### src/rtl/posit_pkg.sv
// Shared posit parameters, width helper and special-value constants.
package posit_pkg;
  localparam int N_DEF  = 8;
  localparam int ES_DEF = 2;

  function automatic int clog2(input int v);
    int r;
    r = 0;
    for (int i = 0; i < 31; i++)
      if ((1 << i) < v) r = i + 1;
    return r;
  endfunction

  // Constants are returned 64 bits wide; users size-cast them to N.
  function automatic logic [63:0] nar_word(input int n);
    return 64'd1 << (n - 1);
  endfunction

  function automatic logic [63:0] zero_word(input int n);
    return ((64'd1 << n) - 64'd1) & 64'd0;
  endfunction

  function automatic logic [63:0] maxpos_word(input int n);
    return (64'd1 << (n - 1)) - 64'd1;
  endfunction

  function automatic logic [63:0] minpos_word(input int n);
    return (n > 1) ? 64'd1 : 64'd0;
  endfunction
endpackage

### src/rtl/posit_extract.sv
// Splits a positive posit body (sign already stripped) into regime, exponent and significand.
module posit_extract
  import posit_pkg::*;
#(
  parameter int N  = N_DEF,
  parameter int es = ES_DEF,
  localparam int Bs = clog2(N)
) (
  input  logic [N-2:0]    mag,
  output logic            rc,
  output logic [Bs-1:0]   run,
  output logic [es-1:0]   exp,
  output logic [N-es-1:0] mant
);
  logic         stop;
  logic [N-2:0] rest;

  always_comb begin
    rc   = mag[N-2];
    run  = '0;
    stop = 1'b0;
    for (int i = N - 2; i >= 0; i--) begin
      if (!stop && (mag[i] == rc)) run = run + Bs'(1);
      else                         stop = 1'b1;
    end
    // Drop the run and its terminator; missing exponent bits fill with zero.
    rest = mag << (int'(run) + 1);
    exp  = rest[N-2 -: es];
    mant = {1'b1, rest[N-2-es:0]};
  end
endmodule

### src/rtl/posit_adder.sv
// Posit adder: decode, align, add/sub, renormalise, round-to-nearest-even, encode; registered output.
module posit_adder
  import posit_pkg::*;
#(
  parameter int N  = N_DEF,
  parameter int es = ES_DEF
) (
  input  logic         clk,
  input  logic         rst_n,
  input  logic [N-1:0] in1,
  input  logic [N-1:0] in2,
  input  logic         start,
  output logic [N-1:0] out,
  output logic         inf,
  output logic         zero,
  output logic         done
);
  localparam int Bs = clog2(N);
  localparam int NB = N - 1;
  localparam int M  = N - es;        // significand incl. hidden bit
  localparam int S  = M + 4;         // carry + significand + guard/round/sticky
  localparam int F  = 2 * M + 2;     // alignment window
  localparam int NF = S - 1;         // fraction bits after normalisation
  localparam int SW = Bs + es + 4;   // signed scale width
  localparam int X  = 2 + es + NF;   // regime seed + exponent + fraction
  localparam int Y  = X + N;

  localparam logic [N-1:0] NAR    = N'(nar_word(N));
  localparam logic [N-1:0] ZERO   = N'(zero_word(N));
  localparam logic [N-1:0] MAXPOS = N'(maxpos_word(N));
  localparam logic [N-1:0] MINPOS = N'(minpos_word(N));

  localparam logic signed [SW-1:0] ONE  = SW'(1);
  localparam logic signed [SW-1:0] F_S  = SW'(F);
  localparam logic signed [SW-1:0] KMAX = SW'(N - 2);
  localparam logic signed [SW-1:0] KMIN = SW'(1 - N);

  function automatic logic signed [SW-1:0] scale_of(input logic rc, input logic [Bs-1:0] run,
                                                    input logic [es-1:0] e);
    logic signed [SW-1:0] sr, k;
    sr = $signed(SW'(run));
    k  = rc ? sr - ONE : -sr;
    return (k <<< es) + $signed(SW'(e));
  endfunction

  logic          s1, s2;
  logic [NB-1:0] m1, m2;
  assign s1 = in1[N-1];
  assign s2 = in2[N-1];
  assign m1 = s1 ? NB'(-in1) : in1[N-2:0];
  assign m2 = s2 ? NB'(-in2) : in2[N-2:0];

  logic          rc1, rc2;
  logic [Bs-1:0] run1, run2;
  logic [es-1:0] e1, e2;
  logic [M-1:0]  ma1, ma2;

  posit_extract #(.N(N), .es(es)) u_ext1 (.mag(m1), .rc(rc1), .run(run1), .exp(e1), .mant(ma1));
  posit_extract #(.N(N), .es(es)) u_ext2 (.mag(m2), .rc(rc2), .run(run2), .exp(e2), .mant(ma2));

  logic signed [SW-1:0] sc1, sc2, sc_b, sc_s, diff, scale_r, k_r, amt;
  logic                 sb, ss, sticky, k_neg, rb, st, up;
  logic [M-1:0]         ma_b, ma_s;
  logic [F-1:0]         full, sh;
  logic [M+2:0]         add_a, add_b;
  logic [S-1:0]         sum;
  logic [NF-1:0]        frac_n;
  logic [es-1:0]        e_r;
  logic [X-1:0]         seed;
  logic [Y-1:0]         wide;
  logic [NB-1:0]        body, res_mag;
  logic [N-1:0]         res, nxt_out;
  logic                 nxt_inf, nxt_zero;
  int                   lz;
  logic                 found;

  always_comb begin
    sc1 = scale_of(rc1, run1, e1);
    sc2 = scale_of(rc2, run2, e2);
    // Larger magnitude first; ties go to in1, which only matters for cancellation.
    if ((sc1 > sc2) || ((sc1 == sc2) && (ma1 >= ma2))) begin
      sb = s1; ss = s2; sc_b = sc1; sc_s = sc2; ma_b = ma1; ma_s = ma2;
    end else begin
      sb = s2; ss = s1; sc_b = sc2; sc_s = sc1; ma_b = ma2; ma_s = ma1;
    end
    diff   = sc_b - sc_s;
    full   = {ma_s, {(M+2){1'b0}}};
    sh     = (diff >= F_S) ? '0 : (full >> diff);
    sticky = (diff >= F_S) | (|sh[M-1:0]);
    add_a  = {ma_b, 3'b000};
    add_b  = {sh[F-1 -: M+2], sticky};
    sum    = (sb == ss) ? ({1'b0, add_a} + {1'b0, add_b})
                        : ({1'b0, add_a} - {1'b0, add_b});

    lz = 0;
    found = 1'b0;
    for (int i = S - 1; i >= 0; i--) begin
      if (!found) begin
        if (sum[i]) found = 1'b1;
        else        lz = lz + 1;
      end
    end
    frac_n  = NF'(sum << lz);
    scale_r = sc_b + ONE - SW'(lz);

    k_r   = scale_r >>> es;
    e_r   = scale_r[es-1:0];
    k_neg = k_r[SW-1];
    // k>=0: "10" seed sign-extended gives k+1 ones then 0; k<0: "01" shifted gives -k zeros then 1.
    seed  = {~k_neg, k_neg, e_r, frac_n};
    amt   = k_neg ? (-k_r - ONE) : k_r;
    if (k_neg) wide = {seed, {N{1'b0}}} >> amt;
    else       wide = $unsigned($signed({seed, {N{1'b0}}}) >>> amt);
    body = wide[Y-1 -: NB];
    rb   = wide[Y-N];
    st   = |wide[Y-N-1:0];
    up   = rb & (st | body[0]);

    if (k_r >= KMAX)      res_mag = MAXPOS[NB-1:0];
    else if (k_r <= KMIN) res_mag = MINPOS[NB-1:0];
    else                  res_mag = body + NB'(up);
    res = sb ? -{1'b0, res_mag} : {1'b0, res_mag};

    nxt_out  = res;
    nxt_inf  = 1'b0;
    nxt_zero = 1'b0;
    if ((in1 == NAR) || (in2 == NAR)) begin
      nxt_out = NAR;
      nxt_inf = 1'b1;
    end else if ((in1 == ZERO) && (in2 == ZERO)) begin
      nxt_out  = ZERO;
      nxt_zero = 1'b1;
    end else if (in1 == ZERO) begin
      nxt_out = in2;
    end else if (in2 == ZERO) begin
      nxt_out = in1;
    end else if (sum == '0) begin
      nxt_out  = ZERO;
      nxt_zero = 1'b1;
    end
  end

  always_ff @(posedge clk or negedge rst_n) begin
    if (!rst_n) begin
      out  <= '0;
      inf  <= 1'b0;
      zero <= 1'b0;
      done <= 1'b0;
    end else begin
      done <= start;
      if (start) begin
        out  <= nxt_out;
        inf  <= nxt_inf;
        zero <= nxt_zero;
      end
    end
  end
endmodule

### config.mk
export PLATFORM = sky130hd
export DESIGN_NAME = posit_adder
export DESIGN_NICKNAME = d
export VERILOG_FILES = /design/src/rtl/posit_pkg.sv /design/src/rtl/posit_extract.sv /design/src/rtl/posit_adder.sv
export SDC_FILE = /design/constraint.sdc
export NUM_CORES = 1
export LEC_CHECK = 0
export ABC_AREA = 1
export CORE_ASPECT_RATIO = 0.75
export CORE_MARGIN = 1
export CORE_UTILIZATION = 40
export DETAILED_ROUTE_END_ITERATION = 6
export PLACE_DENSITY_LB_ADDON = 0.2
export SLEW_MARGIN = 10
export SYNTH_ARGS = -nofsm -noshare
export SYNTH_HDL_FRONTEND = slang
export SYNTH_SLANG_ARGS = --single-unit
### constraint.sdc
create_clock -name clk -period 1 [get_ports clk]
set_input_delay 0.15 -clock clk [delete_from_list [all_inputs] [get_ports clk]]
set_output_delay 0.15 -clock clk [all_outputs]
set_load 0.01 [all_outputs]
==> flow_summary.ini, run 1 <==
[sta]
fin_crit_sh_pct = 1480
period_needed_ps = 14830
tightestPinTransition_ps = 636
setup_viol = 10
whs_ps = 203
relSlewSlack_pct = 57.2
hold_viol_final = 0
fmax_mhz = 67.4
slew_viol_final = 0
clock_skew_ps = 0
layout_setup_ws_ps = -13830
rsz0062_at_grt = yes

[detailed_routing]
avgRoutedWirePerCell_um = 15.5
vias_per_cell = 5.27
wirelength_um = 30800
antenna_left = 0
drt-initial-drc-count = 969
vias = 10460
drtPass1Iterations = 5
post-route-drc-count = 0

[yosys]
ys_dominant_reg_cell = dfrtp_1
ys_seq_area_share_pct = 4.02
yosysWarnings = 0
ys_types = 61
synthArstFlopShare_pct = 100
synth_xor_area_share_pct = 3.63
syn_inst = 1250
netlist_area_sq_mm = 0.00686
syn_area_per_cell_sq_um = 5.48
synth.mux.area_fraction_pct = 0.146
synth-edff-count = 0
synth_adder_area_share_pct = 11.5
synth.ff_latch_count = 11
synth_compound_area_share_pct = 13.9
synthSimpleGateAreaFrac_pct = 53.5
synth_top_family_by_area = simple AND/OR/NAND/NOR gates

[clock_network]
h-tree-depth = 1
cts-root-buf = clkbuf_16
clk_path_buf_depth = 2
cts_hold_buf = 0
cts_tree = done
cts_buffers = 3
clock_latency_ps = 240
clkTransAtPathRegs_ps = 50
cts_sinks = 11

[grt]
grt_antenna_before_repair = 0
first_global_vias = 9418
grt_max_degree = 15
track_usage_pct = 29.8
grt_pass1_wl_um = 44100
gr-total-overflow = 0

[placed_design]
placed_area_sq_mm = 0.0106
dp_hpwl_um = 19800
gp_congestion = 0.969
dp.cells = 1852
pre_cts_slack_ps = -14570
port_buffers = 29

[critical_path]
reg2reg_from = out[4]$_DFFE_PN0P_
slowest_delay_ps = 340
crit_required_ps = 1180
critPathCaptureType = register
crit_path_end = out[4]$_DFFE_PN0P_
r2r-end = out[4]$_DFFE_PN0P_
critical_path_class = in2reg
cp_common_cell = nand2_1
arrival_ps = 15010
worst-r2r-setup-slack_ps = 270
start_kind = input port
startpoint = in2[1]
crit_path_top_delay_cell = ha_1
reg2regPathDepth = 3
crit_fanout = 8

[worst_hold_path]
hold_path_class = in2async

[floorplanning]
die_y_um = 115
die_w_um = 153
num_rows = 41
die_area_sq_mm = 0.0177
io_pins = 30
start_util_pct = 40.9
core_area_sq_mm = 0.0168

[layout]
n_antenna_cell = 0
postLayoutCellArea_sq_mm = 0.0128
seqCellArea_sq_um = 275
stdcell_count = 1984
final_common_cell = buf_4
drive_above_1_share_pct = 51.6
multi_input_area_sq_mm = 0.00712
num-fill-cells = 1115
layout_common_cells = buf_4 (463), nand2_1 (316), inv_1 (130), nand3_1 (120), nand2_2 (79)
final_nets = 1851
areaGrowthSynthToFinish_pct = 86.0

[run_status]
status = complete, but fails checks
failed_checks = setup timing

[job]
maxCapViolations = 0
-- synthesized netlist by cell type, drive strengths merged (3+ instances only) --
library cell / number / share of area, %
a21o: 3 / 0.33
nor2: 113 / 7.9
nor3: 7 / 0.58
or2: 7 / 0.68
nand2: 422 / 25
dfrtp: 11 / 4.0
clkbuf: 10 / 0.60
buf: 13 / 1.6
a21oi: 48 / 3.7
o21bai: 3 / 0.33
o211ai: 7 / 0.84
xnor2: 5 / 0.75
nand4: 31 / 3.5
o221ai: 3 / 0.38
o21ai: 77 / 5.7
clkinv: 6 / 0.35
xor2: 20 / 2.9
nand3b: 5 / 0.55
ha: 60 / 11
nand3: 175 / 15
inv: 195 / 11
a21boi: 3 / 0.33
o31ai: 3 / 0.33
o21a: 5 / 0.55
-- layout make-up --
class	instances	share of cell area [%]
tap	215	2.11
clock buffer	3	0.589
multi-input combinational	1017	55.8
sequential	11	2.16
inverter	201	6.54
timing repair buffer	536	32.8
clock inverter	1	0.0392
-- metal layers --
metal | track usage, % | up-vias | share of wire (%)
met5 | 0 | - | 0
met4 | 4.31 | 0 | 2.7
met3 | 2.64 | 85 | 7.4
met2 | 49.3 | 452 | 46
met1 | 42.9 | 4807 | 44
li1 | - | 5116 | -
-- flip-flops by register name, indices dropped and copies added (netlist names) --
name and count:
out 8, done 1, inf 1, zero 1
-- through the flow --
step                      utilization [%]  setup TNS (ps)
after floorplan                         -         -108730
after global placement               63.1         -120260
after detailed placement             63.1         -123230
after CTS                            71.3         -110030
after global routing                 76.0         -124760
final                                76.0         -118100
-- critical path, delay by kind of cell --
| family | cells | cell delay [ps] |
|---|---|---|
| simple gates | 70 | 6860 |
| buf+inv | 23 | 1950 |
| fa+ha+maj | 14 | 3190 |
| xor+xnor | 2 | 320 |
| compound gates | 17 | 2480 |
-- repair_timing --
action / 4_1_cts / 5_1_grt
setup buffers: 97 / 41
pin swaps: 135 / 124
setup endpoints to repair: 21 / 18
gates resized for setup: 246 / 162
gates cloned: 2 / 0
-- worst min path at each step --
stage	startpoint	to	slack, ps	cells past startpoint
after floorplan	rst_n	done$_DFF_PN0_	-150	0
after global placement	rst_n	inf$_DFFE_PN0P_	460	2
after detailed placement	rst_n	inf$_DFFE_PN0P_	460	2
after CTS	rst_n	inf$_DFFE_PN0P_	210	2
after global routing	rst_n	out[5]$_DFFE_PN0P_	220	2
final	rst_n	out[0]$_DFFE_PN0P_	200	2
-- kinds of logic (layout without fill, tap and decap cells) --
group,Yosys count,after routing
other,1,2
xor gates and xnor gates,25,25
DFF,11,11
AOI/OAI and AO/OA,164,164
and+or+nand+nor,762,763
adders and majority gates,62,62
buffers and inverters,224,741
muxes,1,1
Power of run 1 is not shown: default switching activity piles up to over one toggle a cycle in this logic, so the estimate is an artifact.
==> run 2: changes to the inputs <==
--- a/config.mk
+++ b/config.mk
@@ -10,6 +10,7 @@
 export CORE_MARGIN = 1
 export CORE_UTILIZATION = 40
 export DETAILED_ROUTE_END_ITERATION = 6
+export GPL_TIMING_DRIVEN = 0
 export PLACE_DENSITY_LB_ADDON = 0.2
 export SLEW_MARGIN = 10
 export SYNTH_ARGS = -nofsm -noshare
==> constraint.sdc (replaced) <==
create_clock -name clk -period 17.8 [get_ports clk]
set_input_delay 2.67 -clock clk [delete_from_list [all_inputs] [get_ports clk]]
set_output_delay 2.67 -clock clk [all_outputs]
set_load 0.01 [all_outputs]
==> run 2 against run 1 <==
The run now ends clean. Register-to-register slack gained 17000 ps. First-iteration DRC count shrank 26%. Sequential share of layout area grew 0.60 points. Utilization shrank 17 points. Clock-buffer cell count grew 1. Global-route usage shrank 5.9 points. Cell area shrank 22%. Worst hold slack gained 280 ps. Die area is the same. Clock skew is the same. Non-clock buffer count shrank 345. Cell count shrank 17%. Highest routed layer unchanged.
==> flow_summary.ini, run 2 (synthesized netlist as in run 1, its figures left out) <==
[run_status]
status = completed

[sta]
clock_skew_ps = 0
fin_crit_sh_pct = 97.8
hold_viol_final = 0
relSlewSlack_pct = 42.7
rsz0062_at_grt = yes
fmax_mhz = 57.4
tightestPinTransition_ps = 850
setup_viol = 0
period_needed_ps = 17410
slew_viol_final = 0

[critical_path]
crit_buf_inv = 26
crit_required_ps = 17980
worst-r2r-setup-slack_ps = 17090
cp_common_cell = nand2_2
slowest_delay_ps = 370
crit_fanout = 10
arrival_ps = 17590
critical_path_class = in2reg
r2r-end = zero$_DFFE_PN0P_
critPathCaptureType = register
cpLargestDelayFamily = simple AND/OR/NAND/NOR gates
reg2regPathDepth = 1
crit_path_top_delay_cell = o21ai_1
reg2reg_from = zero$_DFFE_PN0P_
start_kind = input port

[layout]
num-fill-cells = 1517
drive_above_1_share_pct = 36.5
top_register = out
postLayoutCellArea_sq_mm = 0.00996
layout_common_cells = nand2_1 (322), inv_1 (139), buf_4 (137), nand3_1 (126), nand2_2 (77)
final_nets = 1506
seqCellArea_sq_um = 275
largest_reg_flops = 8
stdcell_count = 1639
areaGrowthSynthToFinish_pct = 45.3
n_antenna_cell = 0
multi_input_area_sq_mm = 0.00696
final_common_cell = nand2_1

[placed_design]
dp_hpwl_um = 16000
placed_area_sq_mm = 0.00742
gp_congestion = 0.915
dp.cells = 1495
port_buffers = 29

[grt]
grt_pass1_wl_um = 35700
track_usage_pct = 23.9
first_global_vias = 7482
grt_max_degree = 12
grt_antenna_before_repair = 0
gr-total-overflow = 0

[floorplanning]
core_area_sq_mm = 0.0168
start_util_pct = 40.9
die_w_um = 153
num_rows = 41
die_area_sq_mm = 0.0177
io_pins = 30
die_y_um = 115

[worst_hold_path]
min_to = out[0]$_DFFE_PN0P_
hold-path-cell-count = 2
hp-start = out[0]$_DFFE_PN0P_
hold_path_class = reg2reg

[clock_network]
cts_buffers = 3
clock_latency_ps = 230
h-tree-depth = 1
clkTransAtPathRegs_ps = 40
cts_tree = done
cts_hold_buf = 0
clk_path_buf_depth = 2
cts_sinks = 11
cts-root-buf = clkbuf_16

[detailed_routing]
antenna_left = 0
vias_per_cell = 5.36
drt-initial-drc-count = 721
drtPass1Iterations = 6
wirelength_um = 23800
vias = 8789
post-route-drc-count = 0
avgRoutedWirePerCell_um = 14.5

[job]
maxCapViolations = 0
run 2: cell types whose count changed in the layout (fill, tap and decap cells not counted), moves of 5 or more:
cell and change:
buf_4 -326, buf_6 -34, clkdlybuf4s50_1 +11, inv_1 +9
buf_2 -8, nand3_2 -7, nor2_1 +7, inv_4 -6
nand2_1 +6, nand3_1 +6, clkbuf_1 +5, xor2_2 -5
run 2: how the worst max path moves through the flow:
stage / endpoint / depth (start not counted) / slack (ps) / from
2_1_floorplan: out[1]$_DFFE_PN0P_ / 123 / 20 / in2[0]
5_1_grt: out[6]$_DFFE_PN0P_ / 136 / -620 / in1[7]
6_report: out[6]$_DFFE_PN0P_ / 130 / 390 / in1[7]
3_5_place_dp: out[4]$_DFFE_PN0P_ / 127 / -3120 / in2[0]
4_1_cts: out[4]$_DFFE_PN0P_ / 134 / 6 / in2[1]
3_3_place_gp: out[4]$_DFFE_PN0P_ / 127 / -3170 / in2[0]
run 2: cell type report:
| cell class | count | area share, % |
|---|---|---|
| Timing Repair Buffer | 171 | 14.0 |
| Multi-Input combinational cell | 1017 | 69.8 |
| Buffer | 20 | 1.78 |
| Inverter | 201 | 8.14 |
| Clock buffer | 4 | 0.791 |
| Tap cell | 215 | 2.70 |
| Sequential cell | 11 | 2.76 |
run 2: timing repair:
action | 4_1_cts | 5_1_grt
resized for setup | 182 | 231
setup buffers | 82 | 59
pin swaps | 73 | 144
setup endpoints to repair | 8 | 8
hold endpoints to repair | 0 | 0
gates cloned | 1 | 1
run 2: per-stage QoR:
stage | hold slack [ps] | TNS (ps) | utilization, % | setup WS (ps)
2_1_floorplan | 515 | 0 | - | 21.9
3_3_place_gp | 465 | -23290 | 44.2 | -3170
3_5_place_dp | 469 | -22850 | 44.2 | -3120
4_1_cts | 485 | 0 | 52.4 | 5.64
5_1_grt | 497 | -3310 | 59.4 | -618
6_report | 480 | 0 | 59.4 | 390
run 2: per-layer routing:
layer | wire length (um) | track usage (%) | up-vias
li1 | - | - | 4420
met1 | 11500 | 36.2 | 4049
met2 | 10700 | 38.1 | 290
met3 | 1340 | 1.47 | 30
met4 | 204 | 2.42 | 0
met5 | 0 | 0 | -
Power of run 2 is left out for the same reason.
==> run 3: changes to the inputs <==
--- a/config.mk
+++ b/config.mk
@@ -8,7 +8,7 @@
 export ABC_AREA = 1
 export CORE_ASPECT_RATIO = 0.75
 export CORE_MARGIN = 1
-export CORE_UTILIZATION = 40
+export CORE_UTILIZATION = 60
 export DETAILED_ROUTE_END_ITERATION = 6
 export GPL_TIMING_DRIVEN = 0
 export PLACE_DENSITY_LB_ADDON = 0.2
==> run 3 against run 2 <==
The flow now stops in global routing. Synthesized cell count unchanged. Synthesized area unchanged.
==> flow_summary.ini, run 3 <==
[yosys]
synth_compound_area_share_pct = 13.9
ys_seq_area_share_pct = 4.02
synth-edff-count = 0
ys_dominant_reg_cell = dfrtp_1
netlist_area_sq_mm = 0.00686
syn_inst = 1250
yosysWarnings = 0
yosysMostFrequentCell = nand2_1
synth_area_leaders = nand2_1 (21%), nand3_1 (11%), ha_1 (11%)
synth_area_leader_cell = nand2_1
synthArstFlopShare_pct = 100
syn_area_per_cell_sq_um = 5.48
synth_adder_area_share_pct = 11.5
synth_xor_area_share_pct = 3.63
ys_types = 61
synthSimpleGateAreaFrac_pct = 53.5
synth.top_cell.area_share_pct = 20.8
synth_top_family_by_area = simple AND/OR/NAND/NOR gates
synth.mux.area_fraction_pct = 0.146
synth_commonest_cells = nand2_1 (380), inv_1 (164), nand3_1 (152), nor2_1 (93), ha_1 (60)
synth.ff_latch_count = 11

[floorplanning]
num_rows = 33
die_y_um = 94.6
die_w_um = 125
io_pins = 30
start_util_pct = 62.2

[run_status]
toolErrorMsg = [ERROR GRT-0232] Routing congestion too high. Check the congestion heatmap in the GUI.
status = stopped before the end
haltStage = global routing

[clock_network]
cts-root-buf = clkbuf_16
clk_path_buf_depth = 2
h-tree-depth = 1
cts_hold_buf = 0
cts_sinks = 11
cts_buffers = 3

[placed_design]
gp_congestion = 0.935
placed_area_sq_mm = 0.00732
dp_hpwl_um = 15200
port_buffers = 29

[grt]
track_usage_pct = 83.0
gr-total-overflow = 91
grt_max_degree = 12

[sta]
worst_path_end_type = sequential cell input
grt_repair_worst_endpoint = out[6]$_DFFE_PN0P_/D
-- run 3: logic make-up after synthesis --
logic type / count (synthesis)
buffers and inverters: 224
AOI/OAI and AO/OA: 164
other: 1
DFF: 11
muxes: 1
adders and majority gates: 62
and+or+nand+nor: 762
xor gates and xnor gates: 25
-- run 3: routing by layer --
layer  GRT overflow  GRT usage [%]
met5              0           54.6
met4             46           90.2
met3              1           66.7
met2             44           97.9
met1              0           81.8
-- run 3: timing repair --
item	in CTS
setup endpoints to repair	8
pin swaps	75
gates resized for setup	168
cloned	2
buffers inserted	89
hold endpoints to repair	0
-- run 3: through the flow --
step           std cells  TNS (ps)  setup WS, ps  utilization, %
4_1_cts             1513         0          3.27            78.8
3_3_place_gp        1420    -19810         -2720            66.4
3_5_place_dp        1420    -21170         -2890            66.4
2_1_floorplan       1251         0          21.9               -
==> run 4: changes to the inputs <==
--- a/config.mk
+++ b/config.mk
@@ -6,12 +6,11 @@
 export NUM_CORES = 1
 export LEC_CHECK = 0
 export ABC_AREA = 1
-export CORE_ASPECT_RATIO = 0.75
 export CORE_MARGIN = 1
-export CORE_UTILIZATION = 60
+export CORE_UTILIZATION = 40
 export DETAILED_ROUTE_END_ITERATION = 6
 export GPL_TIMING_DRIVEN = 0
-export PLACE_DENSITY_LB_ADDON = 0.2
+export PLACE_DENSITY_LB_ADDON = 0.15
 export SLEW_MARGIN = 10
 export SYNTH_ARGS = -nofsm -noshare
 export SYNTH_HDL_FRONTEND = slang
==> run 4 against run 3 <==
The flow now finishes without violations.
==> flow_summary.ini, run 4 (synthesized netlist as in run 1, its figures left out) <==
[layout]
n_antenna_cell = 0
areaGrowthSynthToFinish_pct = 47.6
largest_reg_flops = 8
num-fill-cells = 1548
stdcell_count = 1646
final_common_cell = nand2_1
layout_common_cells = nand2_1 (321), buf_4 (141), inv_1 (138), nand3_1 (120), nand2_2 (70)
drive_above_1_share_pct = 37.4
final_nets = 1508
top_register = out

[clock_network]
cts_hold_buf = 0
cts_tree = done
h-tree-depth = 1
cts_buffers = 3
clock_latency_ps = 230
cts_sinks = 11
clkTransAtPathRegs_ps = 40
cts-root-buf = clkbuf_16
clk_path_buf_depth = 2

[run_status]
status = completed

[worst_hold_path]
hold_path_class = reg2reg
min_to = out[5]$_DFFE_PN0P_
hp-start = out[5]$_DFFE_PN0P_
hold-path-cell-count = 2

[grt]
gr-total-overflow = 0
track_usage_pct = 22.9
grt_pass1_wl_um = 34700
grt_antenna_before_repair = 0
first_global_vias = 7825
grt_max_degree = 12

[critical_path]
critical_path_class = in2reg
reg2reg_from = out[7]$_DFFE_PN0P_
crit_path_top_delay_cell = a221o_1
arrival_ps = 17350
r2r-end = out[7]$_DFFE_PN0P_
reg2regPathDepth = 2
crit_required_ps = 17920
slowest_delay_ps = 340
cp_common_cell = buf_4
crit_fanout = 7
start_kind = input port
worst-r2r-setup-slack_ps = 17090
critPathCaptureType = register

[detailed_routing]
drtPass1Iterations = 5
vias = 8655
antenna_left = 0
avgRoutedWirePerCell_um = 13.7
vias_per_cell = 5.26
drt-initial-drc-count = 503
wirelength_um = 22500
post-route-drc-count = 0

[placed_design]
gp_congestion = 0.892
pre_cts_slack_ps = -3240
dp_hpwl_um = 15500
port_buffers = 29
dp.cells = 1500

[sta]
clock_skew_ps = 0
setup_viol = 0
slew_viol_final = 0
relSlewSlack_pct = 43.0
layout_setup_ws_ps = 566
period_needed_ps = 17230
hold_viol_final = 0
rsz0062_at_grt = yes
fin_crit_sh_pct = 96.8
whs_ps = 484
finalSetupTns_ps = 0
fmax_mhz = 58.0
tightestPinTransition_ps = 846

[floorplanning]
start_util_pct = 41.2
core_area_sq_mm = 0.0166
io_pins = 30
die_w_um = 133
num_rows = 47
die_y_um = 133
die_area_sq_mm = 0.0177

[job]
maxCapViolations = 0
-- run 4: worst max-delay path by stage --
stage                    endpoint  cells after the start   start  slack, ps
6_report       out[2]$_DFFE_PN0P_                    125  in1[0]        570
5_1_grt        out[6]$_DFFE_PN0P_                    131  in1[0]       -420
4_1_cts        out[4]$_DFFE_PN0P_                    126  in1[1]          6
3_5_place_dp   out[4]$_DFFE_PN0P_                    123  in2[0]      -3240
3_3_place_gp   out[4]$_DFFE_PN0P_                    123  in2[0]      -3300
2_1_floorplan  out[1]$_DFFE_PN0P_                    123  in2[0]         20
-- run 4: final cells by class --
| class | instances | area, sq um | share of cell area, % |
|---|---|---|---|
| clock buffers | 4 | 78.8 | 0.779 |
| inverters | 201 | 818 | 8.09 |
| well taps | 220 | 275 | 2.72 |
| repair buffers | 174 | 1370 | 13.5 |
| flip-flops and latches | 11 | 275 | 2.72 |
| plain buffers | 20 | 184 | 1.82 |
| multi-input cells | 1016 | 7120 | 70.3 |
-- run 4: per-layer routing --
metal / global-route usage [%] / vias up / routed length, um
met5: 0 / - / 0
met4: 3.45 / 0 / 331
met3: 0.958 / 42 / 631
met2: 43.2 / 223 / 11500
met1: 29.1 / 3968 / 10000
li1: - / 4422 / -
-- run 4: what timing repair did --
item,in CTS,in global routing
gates cloned,2,0
resized for setup,174,260
pin swaps,77,162
setup endpoints to repair,8,8
buffers inserted,89,55
-- run 4: through the flow --
stage	utilization, %	cell area, sq um
after floorplan	-	6860
after detailed placement	44.6	7420
after CTS	53.3	8860
after global routing	60.8	10100
final	60.8	10100
after global placement	44.6	7420
-- run 4: worst max-delay path, delay by kind of cell --
family / cells / cell delay, ps
AO/OA/AOI/OAI: 17 / 2520
AND/OR/NAND/NOR: 51 / 4750
buffers and inverters: 43 / 4470
XOR/XNOR: 4 / 760
adder cells (fa/ha/maj): 10 / 2200
Power of run 4 is left out for the same reason.
